**src/rtl/timer_pkg.sv**
```systemverilog
// Shared encodings for bus_timer: FSM states, register offsets, CTRL fields, byte-merge helper.
package timer_pkg;

  typedef enum logic [1:0] {
    StIdle = 2'd0,
    StLoad = 2'd1,
    StCnt  = 2'd2,
    StInt  = 2'd3
  } state_e;

  localparam logic [1:0] AddrCtrl     = 2'd0;
  localparam logic [1:0] AddrPreset   = 2'd1;
  localparam logic [1:0] AddrCount    = 2'd2;
  localparam logic [1:0] AddrPrescale = 2'd3;

  localparam int unsigned CtrlEn     = 0;
  localparam int unsigned CtrlModeLo = 1;
  localparam int unsigned CtrlModeHi = 2;
  localparam int unsigned CtrlIm     = 3;
  localparam int unsigned CtrlW      = 4;

  // Only 01 is periodic; 00 and the reserved 1x codes behave as one-shot.
  localparam logic [1:0] ModePeriodic = 2'b01;

  function automatic logic [31:0] be_merge(input logic [31:0] old_v, input logic [31:0] new_v,
                                           input logic [3:0] be);
    logic [31:0] res;
    for (int i = 0; i < 4; i++) begin
      res[i*8 +: 8] = be[i] ? new_v[i*8 +: 8] : old_v[i*8 +: 8];
    end
    return res;
  endfunction

endpackage

```
**src/rtl/bus_timer_if.sv**
```systemverilog
// Peripheral bus seen by bus_timer: bridge select, CPU write path, read data and interrupt.
interface bus_timer_if;
  logic        sel;
  logic [1:0]  addr;
  logic        we;
  logic [3:0]  be;
  logic [31:0] wd;
  logic [31:0] rd;
  logic        irq;

  modport master (output sel, addr, we, be, wd, input rd, irq);
  modport slave  (input sel, addr, we, be, wd, output rd, irq);
endinterface

```
**src/rtl/timer_prescaler.sv**
```systemverilog
// Tick divider for bus_timer: one tick every div+1 enabled clocks; clr restarts the phase.
module timer_prescaler #(
  parameter int unsigned PSC_W = 16
) (
  input  logic             clk,
  input  logic             reset,
  input  logic             clr,
  input  logic             en,
  input  logic [PSC_W-1:0] div,
  output logic             tick
);

  logic [PSC_W-1:0] cnt_q;

  assign tick = en && (cnt_q == div);

  always_ff @(posedge clk or negedge reset) begin
    if (!reset) begin
      cnt_q <= '0;
    end else if (clr) begin
      cnt_q <= '0;
    end else if (en) begin
      cnt_q <= tick ? '0 : cnt_q + 1'b1;
    end
  end

endmodule

```
**src/rtl/bus_timer.sv**
```systemverilog
// Programmable one-shot/periodic countdown timer on the peripheral bus.
// Define TIMER_PRESCALE_EN to add the PRESCALE register at 0xC and the tick prescaler.
module bus_timer
  import timer_pkg::*;
#(
  parameter int unsigned CNT_W = 32,
  parameter int unsigned PSC_W = 16
) (
  input  logic       clk,
  input  logic       reset,
  bus_timer_if.slave bus
);

  state_e           state_q;
  logic [CtrlW-1:0] ctrl_q;
  logic [CNT_W-1:0] preset_q;
  logic [CNT_W-1:0] count_q;
  logic             pending_q;
  logic [PSC_W-1:0] prescale_q;
  logic             tick;

  logic             wr_en;
  logic             ctrl_wr;
  logic             preset_wr;
  logic [CtrlW-1:0] ctrl_new;

  always_comb begin
    wr_en     = bus.sel & bus.we;
    ctrl_wr   = wr_en && (bus.addr == AddrCtrl);
    preset_wr = wr_en && (bus.addr == AddrPreset);
    // All CTRL fields live in byte 0.
    ctrl_new  = bus.be[0] ? bus.wd[CtrlW-1:0] : ctrl_q;
  end

`ifdef TIMER_PRESCALE_EN
  logic prescale_wr;
  assign prescale_wr = wr_en && (bus.addr == AddrPrescale);

  always_ff @(posedge clk or negedge reset) begin
    if (!reset) begin
      prescale_q <= '0;
    end else if (prescale_wr) begin
      prescale_q <= PSC_W'(be_merge(32'(prescale_q), bus.wd, bus.be));
    end
  end

  timer_prescaler #(
    .PSC_W (PSC_W)
  ) u_prescaler (
    .clk   (clk),
    .reset (reset),
    .clr   ((state_q == StLoad) || ctrl_wr),
    .en    (state_q == StCnt),
    .div   (prescale_q),
    .tick  (tick)
  );
`else
  assign prescale_q = '0;
  assign tick       = 1'b1;
`endif

  // A CTRL write outranks every FSM action, including a terminal count in the same cycle.
  always_ff @(posedge clk or negedge reset) begin
    if (!reset) begin
      state_q   <= StIdle;
      ctrl_q    <= '0;
      preset_q  <= '0;
      count_q   <= '0;
      pending_q <= 1'b0;
    end else begin
      if (preset_wr) begin
        preset_q <= CNT_W'(be_merge(32'(preset_q), bus.wd, bus.be));
      end
      if (ctrl_wr) begin
        ctrl_q    <= ctrl_new;
        pending_q <= 1'b0;
        state_q   <= ctrl_new[CtrlEn] ? StLoad : StIdle;
      end else begin
        unique case (state_q)
          StIdle: begin
            if (ctrl_q[CtrlEn]) state_q <= StLoad;
          end
          StLoad: begin
            count_q   <= preset_q;
            pending_q <= 1'b0;
            state_q   <= StCnt;
          end
          StCnt: begin
            if (!ctrl_q[CtrlEn]) begin
              state_q <= StIdle;
            end else if (tick) begin
              if (count_q <= CNT_W'(1)) begin
                count_q <= '0;
                state_q <= StInt;
              end else begin
                count_q <= count_q - 1'b1;
              end
            end
          end
          StInt: begin
            pending_q <= 1'b1;
            if (ctrl_q[CtrlModeHi:CtrlModeLo] == ModePeriodic) begin
              state_q <= StLoad;
            end else begin
              ctrl_q[CtrlEn] <= 1'b0;
              state_q        <= StIdle;
            end
          end
          default: state_q <= StIdle;
        endcase
      end
    end
  end

  always_comb begin
    bus.rd = '0;
    case (bus.addr)
      AddrCtrl:     bus.rd = 32'(ctrl_q);
      AddrPreset:   bus.rd = 32'(preset_q);
      AddrCount:    bus.rd = 32'(count_q);
      AddrPrescale: bus.rd = 32'(prescale_q);
      default:      bus.rd = '0;
    endcase
  end

  assign bus.irq = pending_q & ctrl_q[CtrlIm];

endmodule

```
**src/flat_wrapper.sv**
```systemverilog
// flat-port wrapper written by rule: the top's interface ports become plain ports
module bus_timer_flat import timer_pkg::*;
#(
  parameter int unsigned CNT_W = 32,
  parameter int unsigned PSC_W = 16
)
  (clk, reset, bus_sel, bus_addr, bus_we, bus_be, bus_wd, bus_rd, bus_irq);
  bus_timer_if bus_i ();
  input  logic clk;
  input  logic reset;
  input wire logic [$bits(bus_i.sel)-1:0] bus_sel;
  input wire logic [$bits(bus_i.addr)-1:0] bus_addr;
  input wire logic [$bits(bus_i.we)-1:0] bus_we;
  input wire logic [$bits(bus_i.be)-1:0] bus_be;
  input wire logic [$bits(bus_i.wd)-1:0] bus_wd;
  output wire logic [$bits(bus_i.rd)-1:0] bus_rd;
  output wire logic [$bits(bus_i.irq)-1:0] bus_irq;
  assign bus_i.sel = bus_sel;
  assign bus_i.addr = bus_addr;
  assign bus_i.we = bus_we;
  assign bus_i.be = bus_be;
  assign bus_i.wd = bus_wd;
  assign bus_rd = bus_i.rd;
  assign bus_irq = bus_i.irq;
  bus_timer #(.CNT_W(CNT_W), .PSC_W(PSC_W)) u_core (.clk(clk), .reset(reset), .bus(bus_i));
endmodule
```
**config.mk**
```make
export PLATFORM = sky130hd
export DESIGN_NAME = bus_timer_flat
export DESIGN_NICKNAME = d
export VERILOG_FILES = /design/src/rtl/timer_pkg.sv /design/src/rtl/bus_timer_if.sv /design/src/rtl/timer_prescaler.sv /design/src/rtl/bus_timer.sv /design/src/flat_wrapper.sv
export SDC_FILE = /design/constraint.sdc
export NUM_CORES = 1
export LEC_CHECK = 0
export CORE_UTILIZATION = 50
export CTS_CLUSTER_DIAMETER = 60
export CTS_CLUSTER_SIZE = 16
export DETAILED_ROUTE_END_ITERATION = 10
export HOLD_SLACK_MARGIN = 0.1
export PLACE_DENSITY = 0.76
export RECOVER_POWER = 100
export SYNTH_ARGS = -nofsm -noshare
export SYNTH_HDL_FRONTEND = slang
export SYNTH_SLANG_ARGS = --single-unit
```
**constraint.sdc**
```tcl
create_clock -name clk -period 4.3 [get_ports clk]
set_input_delay 0.43 -clock clk [delete_from_list [all_inputs] [get_ports clk]]
set_output_delay 0.43 -clock clk [all_outputs]
set_load 0.02 [all_outputs]
```
# After elaboration in Yosys (flattened, before gate mapping)
# Cells that the tools add are included.
totals:
  romBits: 0
  latch_bits: 0
  ramBits: 0
  regBits: 71
  word_cells: 57
  output_inout_bits: 33
  inputBits: 42
  mem_count: 0
op_classes:
  n_addsub: 1
  shift: 0
  magnitude_cmp: 1
  n_reduce_logical: 15
  n_eq_ne: 11
  div_mod_pow: 0
  n_mux: 17
  multipliers: 0
  bitwise: 3
op_table:
  columns: ["operator", "n"]
  rows:
  - ["32-bit one-hot mux with 4 select lines", 1]
  - ["32-bit two-way mux", 2]
  - ["32-bit one-hot mux with 2 select lines", 1]
  - ["32-bit by 1-bit <= comparator with 1-bit output (second input constant)", 1]
  - ["32-bit by 1-bit subtractor with 32-bit output (second input constant)", 1]
  - ["2-bit AND reduction", 7]
  - ["2-bit equality test (second input constant)", 4]
  - ["2-bit two-way mux", 4]
  - ["2-bit one-hot mux with 4 select lines", 1]
  - ["1-bit two-way mux", 7]
  - ["2-bit by 1-bit equality test with 1-bit output (second input constant)", 3]
  - ["2-bit logical NOT", 2]
  - ["2-bit by 1-bit inequality test with 1-bit output (second input constant)", 2]
  - ["4-bit inequality test (second input constant)", 1]
  - ["2-bit nonzero test", 2]
  - ["3-bit by 1-bit inequality test with 1-bit output (second input constant)", 1]
  - ["3-bit AND reduction", 1]
  - ["3-bit nonzero test", 1]
  - ["1-bit AND", 2]
  - ["1-bit logical AND", 2]
  - ["1-bit one-hot mux with 2 select lines", 1]
  - ["1-bit inverter", 1]

# Logic depth before layout (Yosys ltp)
logic_depth:
  depth_word: 5
  ltp_mapped: 8
  mapped_depth_nobuf: 7

# Least setup slack after synthesis
# OpenSTA, ideal clock, no wires.
synth_timing:
  path_kind: "register to register"
  start: "reg u_core.count_q[18]"
  end: "reg u_core.count_q[20]"
  required_time_ns: 4.174
  n_path_buf: 1
  t_arrival_ns: 2.119
  path_slack_ns: 2.055
  setup_ns: 0.126
  path_stages_with_launch: 7
  period_less_slack_ns: 2.245
  path_cell_list: "dfrtp_1 -> buf_6 -> or4_4 -> or3_4 -> o41ai_4 -> o21ai_2 -> a221o_1"
synth_via:
  elab_chain_cells: 4
  elab_cells_between_ends: 5
  cone_classes: "add/sub (1); order compare (1); mux (3)"
synth_lines:
  columns: ["element", "line", "source"]
  rows:
  - ["start, declared", "bus_timer.sv:17", "logic [CNT_W-1:0] count_q;"]
  - ["start signal, assigned", "bus_timer.sv:84", "count_q <= preset_q;"]
  - ["start signal, assigned", "bus_timer.sv:96", "count_q <= count_q - 1'b1;"]
  - ["32-bit by 1-bit subtractor with 32-bit output / 32-bit by 1-bit <= comparator with 1-bit output (equally long branches)", "bus_timer.sv:96, bus_timer.sv:92", null]
  - ["32-bit two-way mux *", "bus_timer.sv:92", "if (count_q <= CNT_W'(1)) begin"]
  - ["32-bit two-way mux *", "bus_timer.sv:89", "if (!ctrl_q[CtrlEn]) begin"]
  - ["32-bit one-hot mux with 2 select lines *", "bus_timer.sv:79", "unique case (state_q)"]
# Mark *: on every way between the ends. The rest lies on a longest branch, timed or not. The select of a mux whose other input is x is not followed.
# A chain may end at the register's enable or synchronous reset.

# Worst setup path after layout
layout_timing:
  start: "in bus_addr[1]"
  end: "out bus_rd[14]"
layout_via:
  elab_chain_cells: 2
  elab_cells_between_ends: 5
  cone_classes: "eq/ne (3); mux (1); reduce/logical (1)"
layout_lines:
  columns: ["element", "line", "source"]
  rows:
  - ["start, declared", "flat_wrapper.sv:12", "input wire logic [$bits(bus_i.addr)-1:0] bus_addr;"]
  - ["2-bit equality test (tied with other cells)", "bus_timer.sv:117", "case (bus.addr)"]
  - ["32-bit one-hot mux with 4 select lines *", "bus_timer.sv:117", null]
  - ["end, declared", "flat_wrapper.sv:16", "output wire logic [$bits(bus_i.rd)-1:0] bus_rd;"]
# Mark *: on every way between the ends. The rest lies on a longest branch, timed or not.

==> flow_summary.toml <==
[status]
status = "complete, but fails checks"
failed_checks = "capacitance limit, slew limit"

[synth]
synth-seq-cells = 71
synthArstFlopShare_pct = 100
syn_inst = 431
synthTopCellsByArea = "dfrtp_1, mux2_2, a22o_1, mux2i_1, a22oi_1"
yosys-top-cells-count = "dfrtp_1, mux2_2, a22o_1"
yosys.cell_count.top_type = "dfrtp_1"
synth_enable_flop_cells = 0
synth_flop_cell = "dfrtp_1"
yosysTopAreaCellShare_pct = 41.8
synth_cell_types = 55
netlist_area_sq_um = 4250
syn_nets = 480
yosysWarnings = 0
yosysSeqAreaShare_pct = 41.8
yosys.area.top_type = "dfrtp_1"
avgSynthCellArea_sq_um = 9.87

[global_routing]
grt-ovfl-total = 0
grt_max_degree = 51
grt_pass1_vias = 3748
antenna_found_initial = 0
track_usage_pct = 27.1
grt_pass1_wl_mm = 18.4

[timing]
holdWs_ns = 0.526
slew_violations = 57
period_needed_ns = 3.70
tns_ns = 0
max_freq_mhz = 270
hold_viol_final = 0
tightest_slew_ns = 2.07
period_share_pct = 86.1
rsz0062_at_grt = "no"
slew_headroom_pct = -37.8
fin_skew_ns = 0.00465
setup_viol = 0

[finish]
stdcell_count = 601
areaGrowthSynthToFinish_pct = 22.2
drive_gt1_share_pct = 13.1
final_nets = 543
finalInstanceArea_sq_um = 5200
diodes = 0

[setup_path]
crit_top_cell = "dlygate4sd3_1"
cp_slowest_stage_delay_ns = 0.88
end_kind = "output pin"
critical_path_class = "in2out"
critPathRequiredTime_ns = 3.87
path_buf_inv = 3
cp_max_fo = 19
critPathSlowestCell = "nor2b_1"
path_cells = "dlygate4sd3_1 > nor2b_1 > buf_4 > a22o_1 > dlygate4sd3_1"
critical_path.top_delay_family = "buffers and inverters"
worstSetupStartpointType = "primary input"
crit_arrival_ns = 3.27

[pwr]
seq_power_share_pct = 35.5
switching_share_pct = 45.8
peakVddDrop_mv = 0.310
combPwrFrac_pct = 50.6
leakage_nw = 2.22
intPower_mw = 1.85
p_sw_mw = 1.57
clkPwrFrac_pct = 14.0
powerDensity_nw_per_um2 = 657

[routing]
wl_per_cell_um = 18.9
num_vias = 3914
detail-route-antenna-nets = 0
drt_iter0_drc = 219
firstDrtPassIters = 5
routed_wl_mm = 11.4
drc = 0
avgViaCountPerCell = 6.51

[clocking]
worstSkewPairLatency_ns = 0.34
post_cts_buffers = 0
clkSlewWorstSetupHoldPaths_ns = 0.07
cts_resized = 0
hold_buffers = 0
cts_buffers = 9
root_buffer = "clkbuf_8"
cts_tree = "done"
htree_levels = 3
clockBufferDepth = 2
clkSinkCount = 71

[floorplan]
core-area_sq_um = 8220
die_area_sq_um = 8880
rows = 33
dieWidth_um = 94.2
die_h_um = 94.2
io_pins = 75
initial_core_util_pct = 51.8

[place]
dp_hpwl_mm = 7.90
io_buffers = 74
dpl_cell_area_sq_um = 5060
place_congestion = 0.922
dp.cells = 588

[job]
cap_viol_max_count = 2

[min_path]
hp-class = "reg2reg"
## layer usage
| layer | vias to the layer above | track usage (%) | wire length (um) |
|---|---|---|---|
| li1 | 1781 | - | - |
| met1 | 1934 | 36.0 | 4890 |
| met2 | 182 | 43.6 | 5500 |
| met3 | 17 | 4.13 | 749 |
| met4 | 0 | 11.7 | 231 |
| met5 | - | 0 | 0 |
## cell families after synthesis
kind of cell | count (synthesis) | share of synthesized area [%]
compound gates | 118 | 20.8
xor+xnor | 1 | 0.206
fa+ha+maj | 7 | 2.06
buf+inv | 42 | 4.18
flops | 71 | 41.8
mux | 49 | 12.6
simple gates | 143 | 18.4
## final timing paths
kind,startpoint,end,slack [ns],cells after the start
min in group asynchronous,reset,u_core.preset_q[11],0.67,1
max in group asynchronous,reset,u_core.preset_q[13],2.24,2
worst max register to register,u_core.count_q[0],u_core.count_q[10],0.79,7
worst min-delay path,u_core.pending_q,u_core.pending_q,0.53,2
worst min register to register,u_core.pending_q,u_core.pending_q,0.53,2
worst max-delay path,bus_addr[1],bus_rd[14],0.60,5
## layout by cell type (no fill, tap or decap), drive strengths merged, types with 2 or more instances in the layout
master / n
dfrtp: 71
clkdlybuf4s50: 40
mux2: 35
dlygate4sd3: 33
a22o: 31
nor2: 29
nand2: 22
o21ai: 20
nand3: 18
a22oi: 15
clkbuf: 15
mux2i: 14
nor3: 14
a21oi: 14
nand4: 11
inv: 10
nor4: 8
and3: 7
ha: 7
buf: 7
or3: 7
o22ai: 6
or4: 6
o311ai: 5
a32oi: 5
nor2b: 5
o211ai: 4
o2bb2ai: 4
or2: 3
o221ai: 3
o41ai: 3
and2: 2
nand3b: 2
a221oi: 2
and4: 2
a41oi: 2
clkinv: 2
## area by class of cell
cell class	instances	area, sq um
Inverter	11	41.3
Multi-Input combinational cell	318	2280
Clock inverter	1	5.00
Fill cell	706	3020
Tap cell	105	131
Timing Repair Buffer	83	795
Clock buffer	12	165
Sequential cell	71	1780
## flip-flops by register name (all words and copies together) (netlist names)
register	flops
u_core.count_q	32
u_core.ctrl_q	4
u_core.pending_q	1
u_core.preset_q	32
u_core.state_q	2
## worst register-to-register path, cell delays in order, from the launching register on
cell and delay, ns:
dfrtp_1 0.44, inv_1 0.10, ha_1 0.45, o21bai_1 0.16
or2_2 0.32, o41ai_2 1.40, o21ai_0 0.27, a22o_1 0.25
## through the flow
step                      setup slack (ns)  power (mW)  util, %
after floorplan                       2.06        2.40        -
after global placement                1.15        2.90     61.6
after detailed placement              1.04        2.95     61.6
after CTS                             1.02        3.44     63.7
after global routing                 0.504        3.67     63.3
final                                0.599        3.42     63.3
## power groups by stage
| stage | registers, mW | logic (mW) | clock network, mW |
|---|---|---|---|
| 5_1_grt | 1.24 | 1.91 | 0.517 |
| 3_5_place_dp | 1.21 | 1.75 | 0 |
| 3_3_place_gp | 1.20 | 1.69 | 0 |
| 2_1_floorplan | 1.08 | 1.32 | 0 |
| 4_1_cts | 1.20 | 1.76 | 0.488 |
| 6_report | 1.21 | 1.73 | 0.477 |
(Power assumes the default switching activity.)
